### src/rtl/alu_pkg.sv
// ---------------------------------------------------------------------------
// alu_pkg
// Shared definitions for the RV32I integer ALU path:
//   - alu_op_e       : ALU operation encoding used by alu_issue and the ALU
//   - OPC_* / F3_* / F7_* : RV32I opcode, funct3 and funct7 constants
//   - issue_entry_t  : one decoded entry as held in the issue storage
//   - f3_to_op()     : funct3 (+ alternate funct7 flag) to ALU op mapping
//   - is_shift_op()  : true for SLL/SRL/SRA
// ---------------------------------------------------------------------------
package alu_pkg;

   typedef enum logic [3:0] {
      ALU_ADD  = 4'd0,
      ALU_SUB  = 4'd1,
      ALU_SLT  = 4'd2,
      ALU_SLTU = 4'd3,
      ALU_XOR  = 4'd4,
      ALU_OR   = 4'd5,
      ALU_AND  = 4'd6,
      ALU_SLL  = 4'd7,
      ALU_SRL  = 4'd8,
      ALU_SRA  = 4'd9
   } alu_op_e;

   localparam logic [6:0] OPC_OP     = 7'b0110011;
   localparam logic [6:0] OPC_OP_IMM = 7'b0010011;
   localparam logic [6:0] OPC_LUI    = 7'b0110111;
   localparam logic [6:0] OPC_AUIPC  = 7'b0010111;

   localparam logic [2:0] F3_ADD  = 3'b000;
   localparam logic [2:0] F3_SLL  = 3'b001;
   localparam logic [2:0] F3_SLT  = 3'b010;
   localparam logic [2:0] F3_SLTU = 3'b011;
   localparam logic [2:0] F3_XOR  = 3'b100;
   localparam logic [2:0] F3_SR   = 3'b101;
   localparam logic [2:0] F3_OR   = 3'b110;
   localparam logic [2:0] F3_AND  = 3'b111;

   localparam logic [6:0] F7_BASE = 7'b0000000;
   localparam logic [6:0] F7_ALT  = 7'b0100000;

   typedef struct packed {
      logic [3:0]  op;
      logic [31:0] a;
      logic [31:0] b;
      logic [4:0]  rd;
      logic        we;
      logic        illegal;
   } issue_entry_t;

   localparam issue_entry_t ENTRY_RST = '{op: 4'd0, a: 32'd0, b: 32'd0,
                                          rd: 5'd0, we: 1'b0, illegal: 1'b0};

   // alt selects SUB for funct3=000 and SRA for funct3=101; ignored elsewhere.
   function automatic alu_op_e f3_to_op(input logic [2:0] f3, input logic alt);
      alu_op_e op;
      case (f3)
         F3_ADD:  op = alt ? ALU_SUB : ALU_ADD;
         F3_SLL:  op = ALU_SLL;
         F3_SLT:  op = ALU_SLT;
         F3_SLTU: op = ALU_SLTU;
         F3_XOR:  op = ALU_XOR;
         F3_SR:   op = alt ? ALU_SRA : ALU_SRL;
         F3_OR:   op = ALU_OR;
         F3_AND:  op = ALU_AND;
         default: op = ALU_ADD;
      endcase
      return op;
   endfunction

   function automatic logic is_shift_op(input alu_op_e op);
      return (op == ALU_SLL) || (op == ALU_SRL) || (op == ALU_SRA);
   endfunction

endpackage

### src/rtl/alu_issue_dec.sv
// ---------------------------------------------------------------------------
// alu_issue_dec
// Purely combinational RV32I ALU-class decoder (OP, OP-IMM, LUI, AUIPC).
// Ports:
//   instr_i, pc_i, rs1_data_i, rs2_data_i : instruction word and its sources
//   alu_op_o, operand_a_o, operand_b_o     : ALU op and operands
//   rd_addr_o, rd_we_o                     : destination and write enable
//   illegal_o                              : instruction not handled here
// Illegal instructions produce ADD with zero operands and no write.
// ---------------------------------------------------------------------------
module alu_issue_dec
   import alu_pkg::*;
#(
   parameter bit MASK_SHAMT = 1'b1
) (
   input  logic [31:0] instr_i,
   input  logic [31:0] pc_i,
   input  logic [31:0] rs1_data_i,
   input  logic [31:0] rs2_data_i,
   output logic [3:0]  alu_op_o,
   output logic [31:0] operand_a_o,
   output logic [31:0] operand_b_o,
   output logic [4:0]  rd_addr_o,
   output logic        rd_we_o,
   output logic        illegal_o
);

   logic [6:0]  opcode_s;
   logic [2:0]  f3_s;
   logic [6:0]  f7_s;
   logic [4:0]  rd_s;
   logic [31:0] imm_i_s;
   logic [31:0] imm_u_s;

   assign opcode_s = instr_i[6:0];
   assign f3_s     = instr_i[14:12];
   assign f7_s     = instr_i[31:25];
   assign rd_s     = instr_i[11:7];
   assign imm_i_s  = {{20{instr_i[31]}}, instr_i[31:20]};
   assign imm_u_s  = {instr_i[31:12], 12'd0};

   alu_op_e     op_s;
   logic [31:0] a_s;
   logic [31:0] b_s;
   logic        legal_s;

   // Field decode, legality check and shift-amount masking.
   always_comb begin
      op_s    = ALU_ADD;
      a_s     = 32'd0;
      b_s     = 32'd0;
      legal_s = 1'b0;
      case (opcode_s)
         OPC_OP: begin
            a_s     = rs1_data_i;
            b_s     = rs2_data_i;
            op_s    = f3_to_op(f3_s, f7_s == F7_ALT);
            legal_s = (f7_s == F7_BASE) ||
                      ((f7_s == F7_ALT) && ((f3_s == F3_ADD) || (f3_s == F3_SR)));
         end
         OPC_OP_IMM: begin
            a_s  = rs1_data_i;
            b_s  = imm_i_s;
            // funct7 only exists for immediate shifts; ADDI etc. use those bits as imm.
            op_s = f3_to_op(f3_s, (f3_s == F3_SR) && (f7_s == F7_ALT));
            if (f3_s == F3_SLL) begin
               legal_s = (f7_s == F7_BASE);
            end else if (f3_s == F3_SR) begin
               legal_s = (f7_s == F7_BASE) || (f7_s == F7_ALT);
            end else begin
               legal_s = 1'b1;
            end
         end
         OPC_LUI: begin
            a_s     = 32'd0;
            b_s     = imm_u_s;
            legal_s = 1'b1;
         end
         OPC_AUIPC: begin
            a_s     = pc_i;
            b_s     = imm_u_s;
            legal_s = 1'b1;
         end
         default: begin
            legal_s = 1'b0;
         end
      endcase

      if (!legal_s) begin
         op_s = ALU_ADD;
         a_s  = 32'd0;
         b_s  = 32'd0;
      end else if (MASK_SHAMT && is_shift_op(op_s)) begin
         b_s = {27'd0, b_s[4:0]};
      end else begin
         b_s = b_s;
      end
   end

   assign alu_op_o    = op_s;
   assign operand_a_o = a_s;
   assign operand_b_o = b_s;
   assign rd_addr_o   = rd_s;
   assign rd_we_o     = legal_s && (rd_s != 5'd0);
   assign illegal_o   = ~legal_s;

endmodule

### src/rtl/alu_issue.sv
// ---------------------------------------------------------------------------
// alu_issue
// Decodes RV32I ALU instructions and issues them through a two-entry
// elastic buffer (output register + skid register) with valid/ready
// handshakes on both sides.
// Ports:
//   clk_i, rst_ni      : clock, asynchronous active-low reset
//   flush_i            : synchronous discard of all held entries
//   in_valid_i/in_ready_o, instr_i, pc_i, rs1_data_i, rs2_data_i : upstream
//   out_valid_o/out_ready_i, alu_op_o, operand_a_o, operand_b_o,
//   rd_addr_o, rd_we_o, illegal_o                                : downstream
// All outputs come straight from flops.
// ---------------------------------------------------------------------------
module alu_issue
   import alu_pkg::*;
#(
   parameter bit MASK_SHAMT = 1'b1
) (
   input  logic        clk_i,
   input  logic        rst_ni,
   input  logic        flush_i,
   input  logic        in_valid_i,
   output logic        in_ready_o,
   input  logic [31:0] instr_i,
   input  logic [31:0] pc_i,
   input  logic [31:0] rs1_data_i,
   input  logic [31:0] rs2_data_i,
   output logic        out_valid_o,
   input  logic        out_ready_i,
   output logic [3:0]  alu_op_o,
   output logic [31:0] operand_a_o,
   output logic [31:0] operand_b_o,
   output logic [4:0]  rd_addr_o,
   output logic        rd_we_o,
   output logic        illegal_o
);

   issue_entry_t dec_entry_s;

   alu_issue_dec #(
      .MASK_SHAMT (MASK_SHAMT)
   ) u_dec (
      .instr_i     (instr_i),
      .pc_i        (pc_i),
      .rs1_data_i  (rs1_data_i),
      .rs2_data_i  (rs2_data_i),
      .alu_op_o    (dec_entry_s.op),
      .operand_a_o (dec_entry_s.a),
      .operand_b_o (dec_entry_s.b),
      .rd_addr_o   (dec_entry_s.rd),
      .rd_we_o     (dec_entry_s.we),
      .illegal_o   (dec_entry_s.illegal)
   );

   issue_entry_t out_q, out_d;
   issue_entry_t skid_q, skid_d;
   logic         out_valid_q, out_valid_d;
   logic         skid_valid_q, skid_valid_d;
   logic         in_ready_q, in_ready_d;

   logic in_fire_s;
   logic out_fire_s;

   assign in_fire_s  = in_valid_i & in_ready_q;
   assign out_fire_s = out_valid_q & out_ready_i;

   // Buffer next state: the output register refills from skid first, then
   // from the decoder; skid only captures while the output register stalls.
   always_comb begin
      out_d        = out_q;
      skid_d       = skid_q;
      out_valid_d  = out_valid_q;
      skid_valid_d = skid_valid_q;
      if (flush_i) begin
         out_valid_d  = 1'b0;
         skid_valid_d = 1'b0;
      end else if (!out_valid_q || out_fire_s) begin
         if (skid_valid_q) begin
            // in_ready_q is low here, so no new entry can arrive this cycle.
            out_d        = skid_q;
            out_valid_d  = 1'b1;
            skid_valid_d = 1'b0;
         end else if (in_fire_s) begin
            out_d       = dec_entry_s;
            out_valid_d = 1'b1;
         end else begin
            out_valid_d = 1'b0;
         end
      end else begin
         if (in_fire_s) begin
            skid_d       = dec_entry_s;
            skid_valid_d = 1'b1;
         end else begin
            skid_valid_d = skid_valid_q;
         end
      end
      in_ready_d = ~skid_valid_d;
   end

   // Storage and handshake state registers.
   always_ff @(posedge clk_i or negedge rst_ni) begin
      if (!rst_ni) begin
         out_q        <= ENTRY_RST;
         skid_q       <= ENTRY_RST;
         out_valid_q  <= 1'b0;
         skid_valid_q <= 1'b0;
         in_ready_q   <= 1'b1;
      end else begin
         out_q        <= out_d;
         skid_q       <= skid_d;
         out_valid_q  <= out_valid_d;
         skid_valid_q <= skid_valid_d;
         in_ready_q   <= in_ready_d;
      end
   end

   assign in_ready_o  = in_ready_q;
   assign out_valid_o = out_valid_q;
   assign alu_op_o    = out_q.op;
   assign operand_a_o = out_q.a;
   assign operand_b_o = out_q.b;
   assign rd_addr_o   = out_q.rd;
   assign rd_we_o     = out_q.we;
   assign illegal_o   = out_q.illegal;

endmodule

### config.mk
export PLATFORM = sky130hd
export DESIGN_NAME = alu_issue
export DESIGN_NICKNAME = d
export VERILOG_FILES = /design/src/rtl/alu_pkg.sv /design/src/rtl/alu_issue_dec.sv /design/src/rtl/alu_issue.sv
export SDC_FILE = /design/constraint.sdc
export NUM_CORES = 1
export LEC_CHECK = 0
export CAP_MARGIN = 20
export CORE_ASPECT_RATIO = 2
export CORE_MARGIN = 2
export CORE_UTILIZATION = 35
export DETAILED_ROUTE_END_ITERATION = 16
export PLACE_DENSITY_LB_ADDON = 0.15
export RECOVER_POWER = 25
export SYNTH_ARGS = -nofsm -noshare
export SYNTH_HDL_FRONTEND = slang
export SYNTH_SLANG_ARGS = --single-unit
### constraint.sdc
create_clock -name clk_i -period 3.4 [get_ports clk_i]
set_input_delay 1.02 -clock clk_i [delete_from_list [all_inputs] [get_ports clk_i]]
set_output_delay 1.02 -clock clk_i [all_outputs]
set_load 0.005 [all_outputs]
# Yosys cells after proc, flatten, opt, wreduce, memory -nomap -nowiden

Index checks and enable logic that the tools add are counted.

Bits of input ports: 133
Latch bits: 0
Logic and storage cells: 80
Memories kept: 0
RAM bits: 0
Memory bits (read-only): 0
Flip-flop bits (word level): 153

$add $sub $neg: 0
Div/mod/pow operators: 0
Muxes and demuxes: 25
Eq/ne operators: 15
Bitwise operators: 6
Reductions and logical operators: 19
Multipliers: 0
Magnitude comparators: 0
Shift-type cells: 0

Operator list:

| operator                                                              | count |
|---|---|
| 75-bit two-way mux                                                    | 2 |
| 32-bit two-way mux                                                    | 3 |
| 32-bit one-hot mux with 3 select lines                                | 1 |
| 32-bit one-hot mux with 2 select lines                                | 1 |
| 4-bit one-hot mux with 8 select lines                                 | 2 |
| 7-bit by 6-bit equality test with 1-bit output, second input constant | 3 |
| 7-bit by 5-bit equality test with 1-bit output, second input constant | 2 |
| 1-bit two-way mux                                                     | 13 |
| 3-bit equality test, second input constant                            | 4 |
| 4-bit equality test, second input constant                            | 2 |
| 4-bit one-hot mux with 2 select lines                                 | 1 |
| 7-bit zero test                                                       | 1 |
| 3-bit by 2-bit equality test with 1-bit output, second input constant | 2 |
| 1-bit logical OR                                                      | 6 |
| 3-bit AND reduction                                                   | 2 |
| 5-bit nonzero test                                                    | 1 |
| 4-bit by 3-bit equality test with 1-bit output, second input constant | 1 |
| 4-bit two-way mux                                                     | 1 |
| 1-bit NOT                                                             | 4 |
| 2-bit nonzero test                                                    | 2 |
| 2-bit OR reduction                                                    | 2 |
| 3-bit by 1-bit equality test with 1-bit output, second input constant | 1 |
| 1-bit logical AND                                                     | 3 |
| 3-bit zero test                                                       | 1 |
| other kinds (3)                                                       | 4 |

# Depth between registers and ports, before layout

Word-level depth: 12
Mapped depth: 8

# By module

A second synthesis with hierarchy kept.

Cell total of the unflattened synthesis: 621
Area total of the unflattened synthesis: 7846.3 µm²

Modules (own cells, without submodules):

| module        | area each (µm²) | times used | cells each |
|---|---|---|---|
| alu_issue     | 6638.9          | 1          | 412 |
| alu_issue_dec | 1207.4          | 1          | 209 |

# Worst setup path before layout

No wires, ideal clock.

Kind: input -> register
Start point: in instr_i[14]
End point: reg out_q, in the netlist alu_op_o[3]
Stages on the path: 7
Library setup time: 0.104 ns
Data arrival time: 2.414 ns
Slack: 0.882 ns
Required time: 3.296 ns
Path through: clkbuf_1 xor2_1 o21a_1 nor4b_4 buf_2 nor2_2 o41ai_2

Longest elaborated chain between the ends: 8
Elaborated cells on any way between the ends: 20

Ends and longest elaborated chain:

| item                                                                                          | RTL line            | RTL |
|---|---|---|
| start: declaration                                                                            | alu_issue.sv:24     | `input logic [31:0] instr_i,` |
| parallel branches: the longest is 5 deep, another holds 4-bit one-hot mux with 8 select lines | -                   |  |
| 4-bit two-way mux (*)                                                                         | alu_issue_dec.sv:89 | `if (!legal_s) begin` |
| 75-bit two-way mux (*)                                                                        | alu_issue.sv:83     | `end else if (in_fire_s) begin` |
| 75-bit two-way mux (*)                                                                        | alu_issue.sv:78     | `if (skid_valid_q) begin` |
| end signal: assignment                                                                        | alu_issue.sv:109    | `out_q <= out_d;` |
| end: declaration                                                                              | alu_issue.sv:55     | `issue_entry_t out_q, out_d;` |

Mark *: on every way between the ends. The select of a mux whose other input is x is not followed.
A chain may end at the register's enable or synchronous reset.

# Worst setup path after layout

Start point: in instr_i[26]
End point: reg out_q, in the netlist illegal_o

Longest elaborated chain between the ends: 8
Elaborated cells on any way between the ends: 11

Ends and longest elaborated chain:

| item                                                                                     | RTL line             | RTL |
|---|---|---|
| 7-bit by 6-bit equality test with 1-bit output / 7-bit zero test (equally long branches) | -                    |  |
| 1-bit logical OR                                                                         | alu_issue_dec.sv:69  | `legal_s = (f7_s == F7_BASE) \|\| (f7_s == F7_ALT);` |
| 1-bit two-way mux                                                                        | alu_issue_dec.sv:68  | `end else if (f3_s == F3_SR) begin` |
| 1-bit two-way mux                                                                        | alu_issue_dec.sv:66  | `if (f3_s == F3_SLL) begin` |
| 1-bit one-hot mux with 3 select lines (*)                                                | alu_issue_dec.sv:53  | `case (opcode_s)` |
| 1-bit NOT (*)                                                                            | alu_issue_dec.sv:105 | `assign illegal_o = ~legal_s;` |
| 75-bit two-way mux (*)                                                                   | alu_issue.sv:83      |  |
| 75-bit two-way mux (*)                                                                   | alu_issue.sv:78      |  |

Mark *: on every way between the ends. The rest lies on a longest branch, timed or not. The select of a mux whose other input is x is not followed.

==> run_results.csv <==
group,metric,value,unit
status,run_status,"complete, but fails checks",
status,violated_checks,"capacitance limit, slew limit",
power_and_ir_drop,p_total,4.922,mW
grt,overall_track_demand_over_capacity_in_global_routing,22.27,%
layout,multi_input_comb_area,3137,um2
detailed_routing,drt_drc_violations_left,0,
layout,area_growth_syn_to_layout,41.90,%
clock_tree,cts.reportedPaths.clkPinSlew,0.06,ns
placement,portBuffers,209,
clock_tree,htreeDepth,4,
setup_path,crit_arrival,3.12,ns
setup_path,crit_path_cell_trace,"clkdlybuf4s50_1 -> nor4_4 -> nand2_1 -> nor4b_4 -> buf_12 -> a211oi_1 -> a221o_1",
timing,drv_slew,62,
min_path,min-delay-start,"skid_q[9]$_DFFE_PN0P_",
setup_path,critPathSlowestCell,"clkdlybuf4s50_1",
power_and_ir_drop,p_per_area,480.0,nW/um2
clock_tree,clockRootBuffer,"clkbuf_16",
floorplanning,die_w,105.6,um
min_path,hold_path_depth,2,
timing,grt_setup_unrepaired,"no",
clock_tree,numCtsBuffers,17,
clock_tree,cts.sink_count,153,
clock_tree,postCtsSetupBuffers,0,
logic_synthesis,post_synth.cell_area_avg,9.034,um2
logic_synthesis,yosys.cell_count.top_type,"dfrtp_1",
floorplanning,core,20370,um2
logic_synthesis,synth_register_bits,153,
logic_synthesis,synth_cell_types,49,
logic_synthesis,synth_top_area_cell,"dfrtp_1",
clock_tree,tritoncts,"done",
run,cap_viol_max_count,1,
timing,post-route-period-util,82.99,%
logic_synthesis,synth_fp_nets,933,
clock_tree,cts.path.max_buffers,2,
grt,grt_antenna_before_repair,0,
timing,fmaxAchievable,354.4,MHz
logic_synthesis,synthTopCellsByCount,"dfrtp_1, nand2_1, o21ai_0",
grt,grt_start_max_net_pins,63,
clock_tree,clkLatencyLatePin,0.42,ns
grt,grt_overflow,0,
power_and_ir_drop,power.ir.vdd_worst,260.0,uV
detailed_routing,route.detailed.vias_per_inst,5.329,
placement,dp_worst_setup_slack,0.1287,ns
timing,relSlewSlack,-14.62,%
setup_path,worstReg2RegStart,"skid_valid_q$_DFF_PN0_",
grt,wire_length_of_the_first_global_routing_pass,38220,um
timing,layout_min_cycle_time,2.822,ns
logic_synthesis,dominantRegCellSynth,"dfrtp_1",
logic_synthesis,post_synth_main_area_contributors,"dfrtp_1, o21ai_0, a31oi_1",
floorplanning,fp-row-count,74,
detailed_routing,final_antenna_net_count,0,
clock_tree,post_cts_hold_buffer_count,0,
setup_path,critical_path.startpoint_type,"input port",
setup_path,worst_path_dominant_cell_family,"simple AND/OR/NAND/NOR gates",
detailed_routing,number_of_detailed_routing_iterations_run_before_antenna_repair,5,
timing,timing_hold_violations_final,0,
logic_synthesis,netlist_instances,800,
placement,place_congestion,0.8410,
layout,n_antenna_cell,0,
setup_path,ff2ff_path_depth,4,
floorplanning,die-area,21880,um2
floorplanning,io-pin-count,210,
min_path,min_delay_worst_endpoint,"skid_q[9]$_DFFE_PN0P_",
detailed_routing,drt-total-wl,24110,um
logic_synthesis,yosysSeqAreaShare,53.00,%
detailed_routing,detail_route.iter0.violations,201,
logic_synthesis,synth_enable_flop_cells,0,
layout,final-seq-area,3834,um2
setup_path,critical_path_class,"in -> reg",
clock_tree,post_cts_resize_count,0,
detailed_routing,drt-wirelength-per-cell,18.96,um
placement,post-dp-hpwl,16760,um
logic_synthesis,yosysTopAreaCellShare,52.63,%
timing,timing.final.setup_violations,0,
timing,timing.setup.tns,0,ns
timing,timing_worst_slew_pin_value,1.719,ns
floorplanning,die_outline_height,207.2,um
setup_path,crit_buf_inv,2,
setup_path,reg2reg_slack,1.38,ns
timing,finClkSkew,0.007584,ns
layout,drive_above_1_share,8.549,%
power_and_ir_drop,power.leakage,4.038,nW
setup_path,endpoint_kind,"register",
setup_path,worst_r2r_endpoint,"alu_op_o[3]$_DFFE_PN0P_",
setup_path,critPathRequiredTime,3.70,ns
layout,final_core_utilization,50.34,%
logic_synthesis,yosys_warnings,0,
floorplanning,starting_utilization_of_the_core_area,35.48,%
logic_synthesis,syn-cell-area,7227,um2
detailed_routing,routed-via-count,6779,
timing,final.setup.worst_slack,0.5782,ns
logic_synthesis,asyncSetResetFlopFracSynth,100.0,%
grt,first_global_vias,6972,
layout,layout.filler_cells,2001,
min_path,min_path_type,"reg -> reg",
setup_path,critical_path.max_stage_delay,0.49,ns
setup_path,worstPathMaxFanout,27,
layout,final_nets,1127,
[metrics by stage]
step | instance area, um2 | std cells | hold slack, ns
6_report | 10250 | 1272 | 0.4792
5_1_grt | 10250 | 1272 | 0.5036
4_1_cts | 10270 | 1272 | 0.4820
3_5_place_dp | 9744 | 1241 | 0.4657
3_3_place_gp | 9744 | 1241 | 0.4577
2_1_floorplan | 7227 | 800 | 0.4408
[registers in the layout, summed over array words and instances (netlist names)]
signal	cells
rd_addr_o	5
illegal_o	1
out_valid_o	1
skid_q	75
skid_valid_q	1
alu_op_o	4
operand_a_o	32
operand_b_o	32
in_ready_o	1
rd_we_o	1
[how the worst max path moves through the flow]
stage / endpoint / depth (start not counted) / slack (ns) / startpoint
floorplan: alu_op_o[3]$_DFFE_PN0P_ / 7 / 0.88 / instr_i[14]
global placement: illegal_o$_DFFE_PN0P_ / 7 / 0.17 / instr_i[26]
detailed placement: illegal_o$_DFFE_PN0P_ / 7 / 0.13 / instr_i[26]
CTS: illegal_o$_DFFE_PN0P_ / 7 / 0.58 / instr_i[26]
global route: illegal_o$_DFFE_PN0P_ / 7 / 0.40 / instr_i[31]
finish: illegal_o$_DFFE_PN0P_ / 7 / 0.58 / instr_i[26]
[tightest hold or removal path: stages (launching register included)]
cell and delay [ns]:
dfrtp_1 0.34, nand2_1 0.05, o21ai_0 0.06
[power by group]
part | total [mW] | internal, mW | switching (mW)
sequential | 2.20 | 2.07 | 0.130
clock | 1.73 | 0.948 | 0.782
combinational | 0.991 | 0.580 | 0.411
total | 4.92 | 3.60 | 1.32
[layout by cell type (no fill, tap or decap), drive strengths merged, types with 2 or more instances in the layout]
master / n
clkdlybuf4s50: 208
dfrtp: 152
o21ai: 114
nand2: 107
nor2: 81
a21oi: 69
a31oi: 65
buf: 35
nand3b: 34
o22ai: 26
clkbuf: 24
nand3: 13
mux2i: 12
o211ai: 8
clkinvlp: 8
mux2: 6
nand2b: 5
inv: 3
o41ai: 3
and3: 3
nor4b: 3
nor3: 3
o31ai: 2
nor2b: 2
or3: 2
nor4: 2
[cell families (layout without fill, tap and decap cells)]
group / after synthesis / in the layout / synth area share (%)
XOR/XNOR: 2 / 2 / 0.2424
multiplexers: 18 / 18 / 2.597
AND/OR/NAND/NOR: 258 / 258 / 16.97
flip-flops: 153 / 153 / 53.00
buffers and inverters: 73 / 279 / 4.017
AO/OA/AOI/OAI: 296 / 296 / 23.18
[per-layer routing]
layer / vias up / GRT usage, % / share of wire (%)
li1: 3251 / - / -
met1: 3276 / 25.90 / 39
met2: 225 / 40.67 / 54
met3: 27 / 3.516 / 4.3
met4: 0 / 8.076 / 2.1
met5: - / 0 / 0
[cell type report]
type	count	area share [%]
inverter	2	0.07321
clock buffer	21	4.392
multi-input combinational	574	30.59
timing repair buffer	246	23.60
clock inverter	10	0.7199
tap	266	3.245
sequential	153	37.38
Note: power is estimated with default switching activity, not from simulation.
